File: src/rtl/apb3_rr_arbiter_if.sv
// Requester and APB3 completer signals shared by the two-requester arbiter.
// master = arbiter side, slave = requesters plus APB completer side.
interface apb3_rr_arbiter_if #(
    parameter int ADDR_W = 9,
    parameter int DATA_W = 8
);
    logic              REQ0, REQ1;
    logic              WR0, WR1;
    logic [ADDR_W-1:0] ADDR0, ADDR1;
    logic [DATA_W-1:0] WDATA0, WDATA1;
    logic              ACK0, ACK1;
    logic [DATA_W-1:0] RDATA0, RDATA1;
    logic              ERR0, ERR1;

    logic [ADDR_W-1:0] PADDR;
    logic [DATA_W-1:0] PWDATA;
    logic              PSEL, PENABLE, PWRITE;
    logic [DATA_W-1:0] PRDATA;
    logic              PREADY, PSLVERR;

    logic [1:0]        GNT;
    logic              BUSY;

    modport master (
        input  REQ0, REQ1, WR0, WR1, ADDR0, ADDR1, WDATA0, WDATA1,
        input  PRDATA, PREADY, PSLVERR,
        output ACK0, ACK1, RDATA0, RDATA1, ERR0, ERR1,
        output PADDR, PWDATA, PSEL, PENABLE, PWRITE, GNT, BUSY
    );

    modport slave (
        output REQ0, REQ1, WR0, WR1, ADDR0, ADDR1, WDATA0, WDATA1,
        output PRDATA, PREADY, PSLVERR,
        input  ACK0, ACK1, RDATA0, RDATA1, ERR0, ERR1,
        input  PADDR, PWDATA, PSEL, PENABLE, PWRITE, GNT, BUSY
    );
endinterface

File: src/rtl/apb3_rr_arbiter.sv
// Round-robin APB3 master shared by two transaction-level requesters,
// with a PREADY watchdog so a stuck completer cannot hang either sequencer.

// Per-requester completion registers: ACK pulse plus held RDATA/ERR.
module apb3_rr_arbiter_rsp #(
    parameter int DATA_W = 8
) (
    input  logic              PCLK,
    input  logic              PRESETN,
    input  logic              fin_i,
    input  logic              tmo_i,
    input  logic              rd_i,
    input  logic              slverr_i,
    input  logic [DATA_W-1:0] prdata_i,
    output logic              ack_o,
    output logic              err_o,
    output logic [DATA_W-1:0] rdata_o
);
    logic              ack_q, err_q;
    logic [DATA_W-1:0] rdata_q;

    always_ff @(posedge PCLK or negedge PRESETN) begin
        if (!PRESETN) begin
            ack_q   <= 1'b0;
            err_q   <= 1'b0;
            rdata_q <= '0;
        end else begin
            ack_q <= fin_i;
            if (fin_i) begin
                err_q <= tmo_i | slverr_i;
                // A timed-out transfer returns zero; a completed write leaves RDATA alone.
                if (tmo_i)     rdata_q <= '0;
                else if (rd_i) rdata_q <= prdata_i;
            end
        end
    end

    assign ack_o   = ack_q;
    assign err_o   = err_q;
    assign rdata_o = rdata_q;
endmodule

module apb3_rr_arbiter #(
    parameter int ADDR_W  = 9,
    parameter int DATA_W  = 8,
    parameter int TIMEOUT = 255
) (
    input  logic                PCLK,
    input  logic                PRESETN,
    apb3_rr_arbiter_if.master   bus
);
    typedef enum logic [1:0] {IDLE, SETUP, ACCESS, DONE} state_t;

    localparam logic [7:0] TO_W = 8'(TIMEOUT);

    state_t            state_q;
    logic [7:0]        cnt_q;
    logic              last_q;
    logic [1:0]        gnt_q;
    logic              psel_q, penable_q, pwrite_q, busy_q;
    logic [ADDR_W-1:0] paddr_q;
    logic [DATA_W-1:0] pwdata_q;

    logic [1:0]              req;
    logic [1:0]              wr;
    logic [1:0][ADDR_W-1:0]  addr;
    logic [1:0][DATA_W-1:0]  wdata;
    logic                    win;
    logic [7:0]              cnt_inc;
    logic                    fin;

    assign req   = {bus.REQ1, bus.REQ0};
    assign wr    = {bus.WR1, bus.WR0};
    assign addr  = {bus.ADDR1, bus.ADDR0};
    assign wdata = {bus.WDATA1, bus.WDATA0};

    // On a tie the requester that did not win last time takes the bus.
    assign win     = (req == 2'b11) ? ~last_q : req[1];
    assign cnt_inc = cnt_q + 8'd1;
    assign fin     = (state_q == ACCESS) && (bus.PREADY || (cnt_inc == TO_W));

    always_ff @(posedge PCLK or negedge PRESETN) begin
        if (!PRESETN) begin
            state_q   <= IDLE;
            cnt_q     <= '0;
            last_q    <= 1'b1;
            gnt_q     <= '0;
            psel_q    <= 1'b0;
            penable_q <= 1'b0;
            pwrite_q  <= 1'b0;
            busy_q    <= 1'b0;
            paddr_q   <= '0;
            pwdata_q  <= '0;
        end else begin
            case (state_q)
                IDLE: begin
                    if (|req) begin
                        state_q   <= SETUP;
                        gnt_q     <= win ? 2'b10 : 2'b01;
                        last_q    <= win;
                        paddr_q   <= addr[win];
                        pwdata_q  <= wdata[win];
                        pwrite_q  <= wr[win];
                        psel_q    <= 1'b1;
                        penable_q <= 1'b0;
                        busy_q    <= 1'b1;
                    end
                end
                SETUP: begin
                    state_q   <= ACCESS;
                    penable_q <= 1'b1;
                    cnt_q     <= '0;
                end
                ACCESS: begin
                    if (!bus.PREADY) cnt_q <= cnt_inc;
                    if (fin) begin
                        state_q   <= DONE;
                        psel_q    <= 1'b0;
                        penable_q <= 1'b0;
                    end
                end
                DONE: begin
                    state_q <= IDLE;
                    gnt_q   <= '0;
                    busy_q  <= 1'b0;
                end
                default: state_q <= IDLE;
            endcase
        end
    end

    wire [1:0]             ack;
    wire [1:0]             err;
    wire [1:0][DATA_W-1:0] rdata;

    for (genvar i = 0; i < 2; i++) begin : g_lane
        apb3_rr_arbiter_rsp #(.DATA_W(DATA_W)) u_rsp (
            .PCLK     (PCLK),
            .PRESETN  (PRESETN),
            .fin_i    (fin && gnt_q[i]),
            .tmo_i    (!bus.PREADY),
            .rd_i     (!pwrite_q),
            .slverr_i (bus.PSLVERR),
            .prdata_i (bus.PRDATA),
            .ack_o    (ack[i]),
            .err_o    (err[i]),
            .rdata_o  (rdata[i])
        );
    end

    assign bus.ACK0    = ack[0];
    assign bus.ACK1    = ack[1];
    assign bus.ERR0    = err[0];
    assign bus.ERR1    = err[1];
    assign bus.RDATA0  = rdata[0];
    assign bus.RDATA1  = rdata[1];
    assign bus.PADDR   = paddr_q;
    assign bus.PWDATA  = pwdata_q;
    assign bus.PSEL    = psel_q;
    assign bus.PENABLE = penable_q;
    assign bus.PWRITE  = pwrite_q;
    assign bus.GNT     = gnt_q;
    assign bus.BUSY    = busy_q;

    a_pen_sel: assert property (@(posedge PCLK) disable iff (!PRESETN) penable_q |-> psel_q);
    a_gnt_oh:  assert property (@(posedge PCLK) disable iff (!PRESETN) $onehot0(gnt_q));
    a_sel_gnt: assert property (@(posedge PCLK) disable iff (!PRESETN) psel_q |-> (gnt_q != 2'b00));
endmodule

File: src/flat_wrapper.sv
// flat-port wrapper written by rule: the top's interface ports become plain ports
module apb3_rr_arbiter_flat 
#(
    parameter int ADDR_W  = 9,
    parameter int DATA_W  = 8,
    parameter int TIMEOUT = 255
)
  (PCLK, PRESETN, bus_REQ0, bus_REQ1, bus_WR0, bus_WR1, bus_ADDR0, bus_ADDR1, bus_WDATA0, bus_WDATA1, bus_PRDATA, bus_PREADY, bus_PSLVERR, bus_ACK0, bus_ACK1, bus_RDATA0, bus_RDATA1, bus_ERR0, bus_ERR1, bus_PADDR, bus_PWDATA, bus_PSEL, bus_PENABLE, bus_PWRITE, bus_GNT, bus_BUSY);
  apb3_rr_arbiter_if #(.ADDR_W(ADDR_W), .DATA_W(DATA_W)) bus_i ();
  input  logic PCLK;
  input  logic PRESETN;
  input wire logic [$bits(bus_i.REQ0)-1:0] bus_REQ0;
  input wire logic [$bits(bus_i.REQ1)-1:0] bus_REQ1;
  input wire logic [$bits(bus_i.WR0)-1:0] bus_WR0;
  input wire logic [$bits(bus_i.WR1)-1:0] bus_WR1;
  input wire logic [$bits(bus_i.ADDR0)-1:0] bus_ADDR0;
  input wire logic [$bits(bus_i.ADDR1)-1:0] bus_ADDR1;
  input wire logic [$bits(bus_i.WDATA0)-1:0] bus_WDATA0;
  input wire logic [$bits(bus_i.WDATA1)-1:0] bus_WDATA1;
  input wire logic [$bits(bus_i.PRDATA)-1:0] bus_PRDATA;
  input wire logic [$bits(bus_i.PREADY)-1:0] bus_PREADY;
  input wire logic [$bits(bus_i.PSLVERR)-1:0] bus_PSLVERR;
  output wire logic [$bits(bus_i.ACK0)-1:0] bus_ACK0;
  output wire logic [$bits(bus_i.ACK1)-1:0] bus_ACK1;
  output wire logic [$bits(bus_i.RDATA0)-1:0] bus_RDATA0;
  output wire logic [$bits(bus_i.RDATA1)-1:0] bus_RDATA1;
  output wire logic [$bits(bus_i.ERR0)-1:0] bus_ERR0;
  output wire logic [$bits(bus_i.ERR1)-1:0] bus_ERR1;
  output wire logic [$bits(bus_i.PADDR)-1:0] bus_PADDR;
  output wire logic [$bits(bus_i.PWDATA)-1:0] bus_PWDATA;
  output wire logic [$bits(bus_i.PSEL)-1:0] bus_PSEL;
  output wire logic [$bits(bus_i.PENABLE)-1:0] bus_PENABLE;
  output wire logic [$bits(bus_i.PWRITE)-1:0] bus_PWRITE;
  output wire logic [$bits(bus_i.GNT)-1:0] bus_GNT;
  output wire logic [$bits(bus_i.BUSY)-1:0] bus_BUSY;
  assign bus_i.REQ0 = bus_REQ0;
  assign bus_i.REQ1 = bus_REQ1;
  assign bus_i.WR0 = bus_WR0;
  assign bus_i.WR1 = bus_WR1;
  assign bus_i.ADDR0 = bus_ADDR0;
  assign bus_i.ADDR1 = bus_ADDR1;
  assign bus_i.WDATA0 = bus_WDATA0;
  assign bus_i.WDATA1 = bus_WDATA1;
  assign bus_i.PRDATA = bus_PRDATA;
  assign bus_i.PREADY = bus_PREADY;
  assign bus_i.PSLVERR = bus_PSLVERR;
  assign bus_ACK0 = bus_i.ACK0;
  assign bus_ACK1 = bus_i.ACK1;
  assign bus_RDATA0 = bus_i.RDATA0;
  assign bus_RDATA1 = bus_i.RDATA1;
  assign bus_ERR0 = bus_i.ERR0;
  assign bus_ERR1 = bus_i.ERR1;
  assign bus_PADDR = bus_i.PADDR;
  assign bus_PWDATA = bus_i.PWDATA;
  assign bus_PSEL = bus_i.PSEL;
  assign bus_PENABLE = bus_i.PENABLE;
  assign bus_PWRITE = bus_i.PWRITE;
  assign bus_GNT = bus_i.GNT;
  assign bus_BUSY = bus_i.BUSY;
  apb3_rr_arbiter #(.ADDR_W(ADDR_W), .DATA_W(DATA_W), .TIMEOUT(TIMEOUT)) u_core (.PCLK(PCLK), .PRESETN(PRESETN), .bus(bus_i));
endmodule
File: config.mk
export PLATFORM = sky130hd
export DESIGN_NAME = apb3_rr_arbiter_flat
export DESIGN_NICKNAME = d
export VERILOG_FILES = /design/src/rtl/apb3_rr_arbiter_if.sv /design/src/rtl/apb3_rr_arbiter.sv /design/src/flat_wrapper.sv
export SDC_FILE = /design/constraint.sdc
export NUM_CORES = 1
export LEC_CHECK = 0
export ABC_AREA = 0
export CAP_MARGIN = 40
export CORE_MARGIN = 2
export CORE_UTILIZATION = 40
export DETAILED_ROUTE_END_ITERATION = 10
export PLACE_DENSITY = 0.82
export SLEW_MARGIN = 20
export SYNTH_ARGS = -nofsm -noshare
export SYNTH_HDL_FRONTEND = slang
export SYNTH_SLANG_ARGS = --single-unit
File: constraint.sdc
create_clock -name PCLK -period 3.8 [get_ports PCLK]
set_clock_uncertainty 0.1 [all_clocks]
set_input_delay 0.57 -clock PCLK [delete_from_list [all_inputs] [get_ports PCLK]]
set_output_delay 0.57 -clock PCLK [all_outputs]
set_load 0.05 [all_outputs]
## Yosys cells after proc, flatten, opt, wreduce, memory -nomap -nowiden

Index checks and enable logic that the tools add are counted.

| cells by class | value |
|---|---|
| reduce and logical (&&, ||, !) cells | 19 |
| mux-type cells | 23 |
| equality and inequality tests | 9 |
| magnitude comparators | 1 |
| $add $sub $neg | 1 |
| bitwise operators | 2 |

Operators by type and width:

| kind | number |
|---|---|
| $mux 8 | 5 |
| $mux 9 | 2 |
| $pmux 8 s2 | 1 |
| $reduce_and 2->1 | 6 |
| $add 8x1->8 const B | 1 |
| $eq 8x8->1 const B | 1 |
| $mux 2 | 4 |
| $pmux 2 s4 | 1 |
| $eq 2x2->1 const B | 3 |
| $mux 1 | 6 |
| $reduce_and 3->1 | 2 |
| $reduce_bool 2->1 | 3 |
| $ne 2x1->1 const B | 2 |
| $ne 2x2->1 const B | 2 |
| $pmux 1 s2 | 2 |
| $pmux 2 s2 | 1 |
| $logic_and 1x1->1 | 3 |
| $pmux 1 s3 | 1 |
| $reduce_bool 3->1 | 1 |
| $eq 2x1->1 const B | 1 |
| $logic_not 2->1 | 1 |
| $lt 1x2->1 const B | 1 |
| $reduce_or 2->1 | 1 |
| $logic_not 1->1 | 1 |
| 3 further kinds | 3 |

| storage, ports and cells | value |
|---|---|
| register bits | 54 |
| word-level logic and storage cells | 71 |
| input port bits | 50 |

## Logic depth before layout (Yosys ltp)

| logic depth | value |
|---|---|
| depth after elaboration | 6 |
| mapped depth | 8 |
| gate-level depth less buffers | 7 |

## Hierarchy

Synthesis repeated with hierarchy kept, for this count alone.

| second synthesis, totals | value |
|---|---|
| cells, all modules | 310 |
| area, all modules | 3,081.7 um2 |

By module, submodules not included:

| module | sequential area each (um2) | area each (um2) | times used | cells an instance |
|---|---|---|---|---|
| apb3_rr_arbiter | 852.1 | 2,000.7 | 1 | 212 |
| apb3_rr_arbiter_rsp | 250.2 | 540.5 | 2 | 49 |

## Worst setup path before layout

OpenSTA, ideal clock, no wires.

| timing path | value |
|---|---|
| path kind | reg-to-reg |
| start point | reg u_core.cnt_q[0] |
| end point | reg u_core.g_lane[0].u_rsp.rdata_q[3] |
| clock period less this slack | 2.199 ns |
| path slack | 1.601 ns |
| data arrival time | 1.978 ns |
| stages on the path, launching flop included | 7 |
| cell sequence | dfrtp_1 ha_1 nand3_1 or3_4 a2111oi_4 o21bai_2 a22o_1 |

| on the way | value |
|---|---|
| cells in the longest elaborated chain, start to end | 6 |

RTL lines:

| item | line | text |
|---|---|---|
| from (decl) | apb3_rr_arbiter.sv:57 | `logic [7:0] cnt_q;` |
| from (signal assigned) | apb3_rr_arbiter.sv:115 | `if (!bus.PREADY) cnt_q <= cnt_inc;` |
| $add 8x1->8 | apb3_rr_arbiter.sv:79 | `assign cnt_inc = cnt_q + 8'd1;` |
| $eq 8x8->1 | apb3_rr_arbiter.sv:80 | `assign fin = (state_q == ACCESS) && (bus.PREADY \|\| (cnt_inc == TO_W));` |
| $logic_or 1x1->1 | apb3_rr_arbiter.sv:80 |  |
| $logic_and 1x1->1 | apb3_rr_arbiter.sv:80 |  |
| $logic_and 1x1->1 | apb3_rr_arbiter.sv:140 | `.fin_i (fin && gnt_q[i]),` |
| $reduce_and 2->1 (no source line) | n/a |  |
| to (signal assigned) | apb3_rr_arbiter.sv:33 | `else if (rd_i) rdata_q <= prdata_i;` |
| to (decl) | apb3_rr_arbiter.sv:20 | `logic [DATA_W-1:0] rdata_q;` |

Every way passes these cells.
A chain may end at the register's enable or synchronous reset.

## Worst setup path after layout

| timing path | value |
|---|---|
| start point | reg u_core.pwrite_q (netlist: u_core.bus.PWRITE) |
| end point | out bus_PWRITE |

RTL lines:

| item | line | text |
|---|---|---|
| from (decl) | apb3_rr_arbiter.sv:60 | `logic psel_q, penable_q, pwrite_q, busy_q;` |
| from (signal assigned) | apb3_rr_arbiter.sv:103 | `pwrite_q <= wr[win];` |
| to (decl) | flat_wrapper.sv:33 | `output wire logic [$bits(bus_i.PWRITE)-1:0] bus_PWRITE;` |

No word-level cell between the ends.

==> impl_metrics.tcl <==
set metrics [dict create \
    run_status "complete, no violations" \
    finalCritPeriodShare_pct 69.5 \
    design.die.area_mm2 0.00716 \
    clkSinkCount 54 \
    worst_hold_slack_ps 150 \
    pin_count 93 \
    logic_depth_of_the_worst_register_to_register_path 6 \
    clk_root_buffer_cell "sky130_fd_sc_hd__clkbuf_8" \
    worstSkewPairLatency_ps 310 \
    endpoint_of_the_worst_register_to_register_path "u_core.g_lane[1].u_rsp.rdata_o[6]$_DFFE_PN0P_" \
    max-clock-path-buffers 2 \
    gp_routability_congestion 0.808 \
    multiInputGateArea_mm2 0.00116 \
    finalHoldViolCount 0 \
    first_global_vias 2203 \
    grt_start_max_net_pins 37 \
    placeableCoreArea_mm2 0.00631 \
    slew_headroom_pct 59.4 \
    path_buf_inv 1 \
    crit_required_ps 3130 \
    clock_slew_at_the_register_clock_pins_of_the_worst_setup_and_hold_paths_ps 90 \
    syn_inst 244 \
    synth.yosys.warnings 0 \
    hold_class "input port to async pin" \
    yosys_register_bits 54 \
    antenna_found_initial 0 \
    synth-edff-count 0 \
    ys_dominant_reg_cell "sky130_fd_sc_hd__dfrtp_1" \
    synthToLayoutAreaGrowth_pct 42.3 \
    rows 29 \
    worst-path-stages 1 \
    timing.setup.tns_ps 0 \
    unrepaired_setup_endpoints_after_global_routing "false" \
    nets 390 \
    fin_crit_ps 2640 \
    gr_usage_total_pct 17.2 \
    worst_path_dominant_cell_family "buffers and inverters" \
    hpwlAfterDp_um 4580 \
    post_drt_wl_per_cell_um 14.8 \
    slowest_stage "sky130_fd_sc_hd__clkdlybuf4s50_1" \
    placement.io_buffers 92 \
    power_leakage_nw 1.56 \
    p_per_area_mw_per_mm2 838 \
    tightest_slew_ps 609 \
    synth-seq-area-share_pct 52.0 \
    rr_startpoint "u_core.cnt_q[0]$_DFFE_PN0P_" \
    fp.dieW_um 84.6 \
    power.ir.vdd_worst_mv 0.548 \
    finalCoreUtilization_pct 58.6 \
    critical_path_peak_fanout 21 \
    synth_cell_area_mm2 0.00260 \
    final-setup-viol-count 0 \
    die_height_um 84.6 \
    vias 2221 \
    area.sequential_mm2 0.00135 \
    drive_gt1_share_pct 6.27 \
    syn-num-nets 300 \
    cts_made_buffers 5 \
    drt_pass1_iterations 4 \
    yosys.cell_types.count 32 \
    crit_path_cell_chain "clkdlybuf4s50_1" \
    start_util_pct 41.2 \
    grt.overflow.total 0 \
    post_cts.repair.setup_buffers 0 \
    final_max_slew_viol_count 0 \
    ys_async_sr_fraction_pct 100 \
    cts_hold_buf 0 \
    crit_path_start_kind "flop" \
    critPathArrivalTime_ps 1970 \
    route.final.wire_length_um 6100 \
    count_of_h_tree_levels_built_during_cts 2 \
    post_synth.cell_area_avg_um2 10.7 \
    diodes 0 \
    timing.critical_path.to_type "output pin" \
    grt_pass1_wl_um 9970 \
    max_freq_mhz 378 \
    postRouteAntennaNets 0 \
    drt_iter0_markers 118 \
    timing_worst_setup_path_type "flop to output pin" \
    cts_repair_resize_count 0 \
    cts_tree "yes" \
    critPathMaxStageDelay_ps 920 \
    nFillCells 563 \
    drv.max_cap_violation_count 0 \
    r2r_setup_slk_ps 1350 \
    vias_per_cell 5.39 \
    final_common_cell "sky130_fd_sc_hd__clkdlybuf4s50_1" \
    detail_route.drc_violations 0 \
    layout.cells.most_common_list "sky130_fd_sc_hd__clkdlybuf4s50_1 (91), sky130_fd_sc_hd__dfrtp_1 (53), sky130_fd_sc_hd__o21ai_0 (31), sky130_fd_sc_hd__a22o_1 (31), sky130_fd_sc_hd__nand2_1 (28)" \
]
==> through the flow <==
stage | worst slack (ps) | area, um^2 | std cells | power [mW]
after floorplan | 1600 | 2600 | 244 | 2.17
after global placement | 1460 | 3590 | 404 | 2.72
after detailed placement | 1380 | 3590 | 404 | 2.77
after CTS | 1160 | 3700 | 412 | 3.12
after global routing | 1090 | 3700 | 412 | 3.28
final | 1160 | 3700 | 412 | 3.10
==> routing by layer <==
| layer | up-vias | global-route usage, % | wire length, um |
|---|---|---|---|
| li1 | 1058 | - | - |
| met1 | 1082 | 20.3 | 2580 |
| met2 | 76 | 30.9 | 3060 |
| met3 | 5 | 4.92 | 396 |
| met4 | 0 | 3.90 | 57 |
| met5 | - | 0 | 0 |
==> final cells by class <==
| type | instances | share of cell area, % |
|---|---|---|
| Sequential cell | 54 | 36.6 |
| Multi-Input combinational cell | 166 | 31.3 |
| Timing Repair Buffer | 96 | 25.6 |
| Clock buffer | 7 | 2.60 |
| Tap cell | 77 | 2.60 |
| Inverter | 11 | 1.12 |
| Clock inverter | 1 | 0.237 |
==> registers in the layout (all words and copies together) (netlist names) <==
name,cells
u_core.bus.PWRITE,1
u_core.g_lane.u_rsp.rdata_o,16
u_core.bus.BUSY,1
u_core.bus.PWDATA,8
u_core.last_q,1
u_core.cnt_q,8
u_core.g_lane.u_rsp.ack_o,2
u_core.bus.PADDR,9
u_core.bus.PSEL,1
u_core.state_q,2
u_core.bus.GNT,2
u_core.g_lane.u_rsp.err_o,2
u_core.bus.PENABLE,1
==> cell families (layout without fill, tap and decap cells) <==
kind of cell	Yosys count	in the layout	share of synthesized area [%]
AO/OA/AOI/OAI	86	86	23.8
XOR/XNOR	2	2	0.674
adder cells (fa/ha/maj)	6	6	2.89
buffers and inverters	24	115	3.56
flip-flops	54	54	52.0
multiplexers	21	21	8.14
AND/OR/NAND/NOR	51	51	8.86
==> worst max path at each step <==
stage / startpoint / end / slack, ps
final: u_core.bus.PWRITE$_DFFE_PN0P_ / bus_PWRITE / 1160
after global routing: u_core.bus.PWRITE$_DFFE_PN0P_ / bus_PWRITE / 1090
after CTS: u_core.bus.PWRITE$_DFFE_PN0P_ / bus_PWRITE / 1160
after detailed placement: bus_REQ1 / u_core.state_q[1]$_DFFE_PN0P_ / 1380
after global placement: bus_PREADY / u_core.state_q[1]$_DFFE_PN0P_ / 1460
after floorplan: u_core.cnt_q[0]$_DFFE_PN0P_ / u_core.g_lane[0].u_rsp.rdata_o[3]$_DFFE_PN0P_ / 1600
==> power by group <==
group | switching, mW | total [mW] | internal [mW]
Combinational | 1.10 | 1.76 | 0.661
Sequential | 0.188 | 0.987 | 0.800
Clock | 0.183 | 0.350 | 0.167
Total | 1.47 | 3.10 | 1.63
==> worst reg2reg max path, stage by stage (launching register included) <==
cell and delay, ps:
sky130_fd_sc_hd__dfrtp_1 410, sky130_fd_sc_hd__ha_1 250, sky130_fd_sc_hd__nand3_1 140, sky130_fd_sc_hd__or3_4 370, sky130_fd_sc_hd__a2111oi_4 520, sky130_fd_sc_hd__o21bai_2 250, sky130_fd_sc_hd__a22o_1 290
==> cells in the mapped netlist, drive strengths merged, types with 3 or more instances <==
| cell | n | area, um^2 |
|---|---|---|
| nor2b | 3 | 18.8 |
| a21oi | 8 | 40.0 |
| mux2i | 20 | 200 |
| clkbuf | 11 | 41.3 |
| nor3b | 3 | 22.5 |
| o21bai | 4 | 41.3 |
| inv | 11 | 41.3 |
| a22o | 31 | 272 |
| nand2 | 28 | 105 |
| dfrtp | 53 | 1330 |
| nor2 | 10 | 37.5 |
| ha | 6 | 75.1 |
| o21ai | 32 | 160 |
Note: power is estimated with default switching activity, not from simulation.
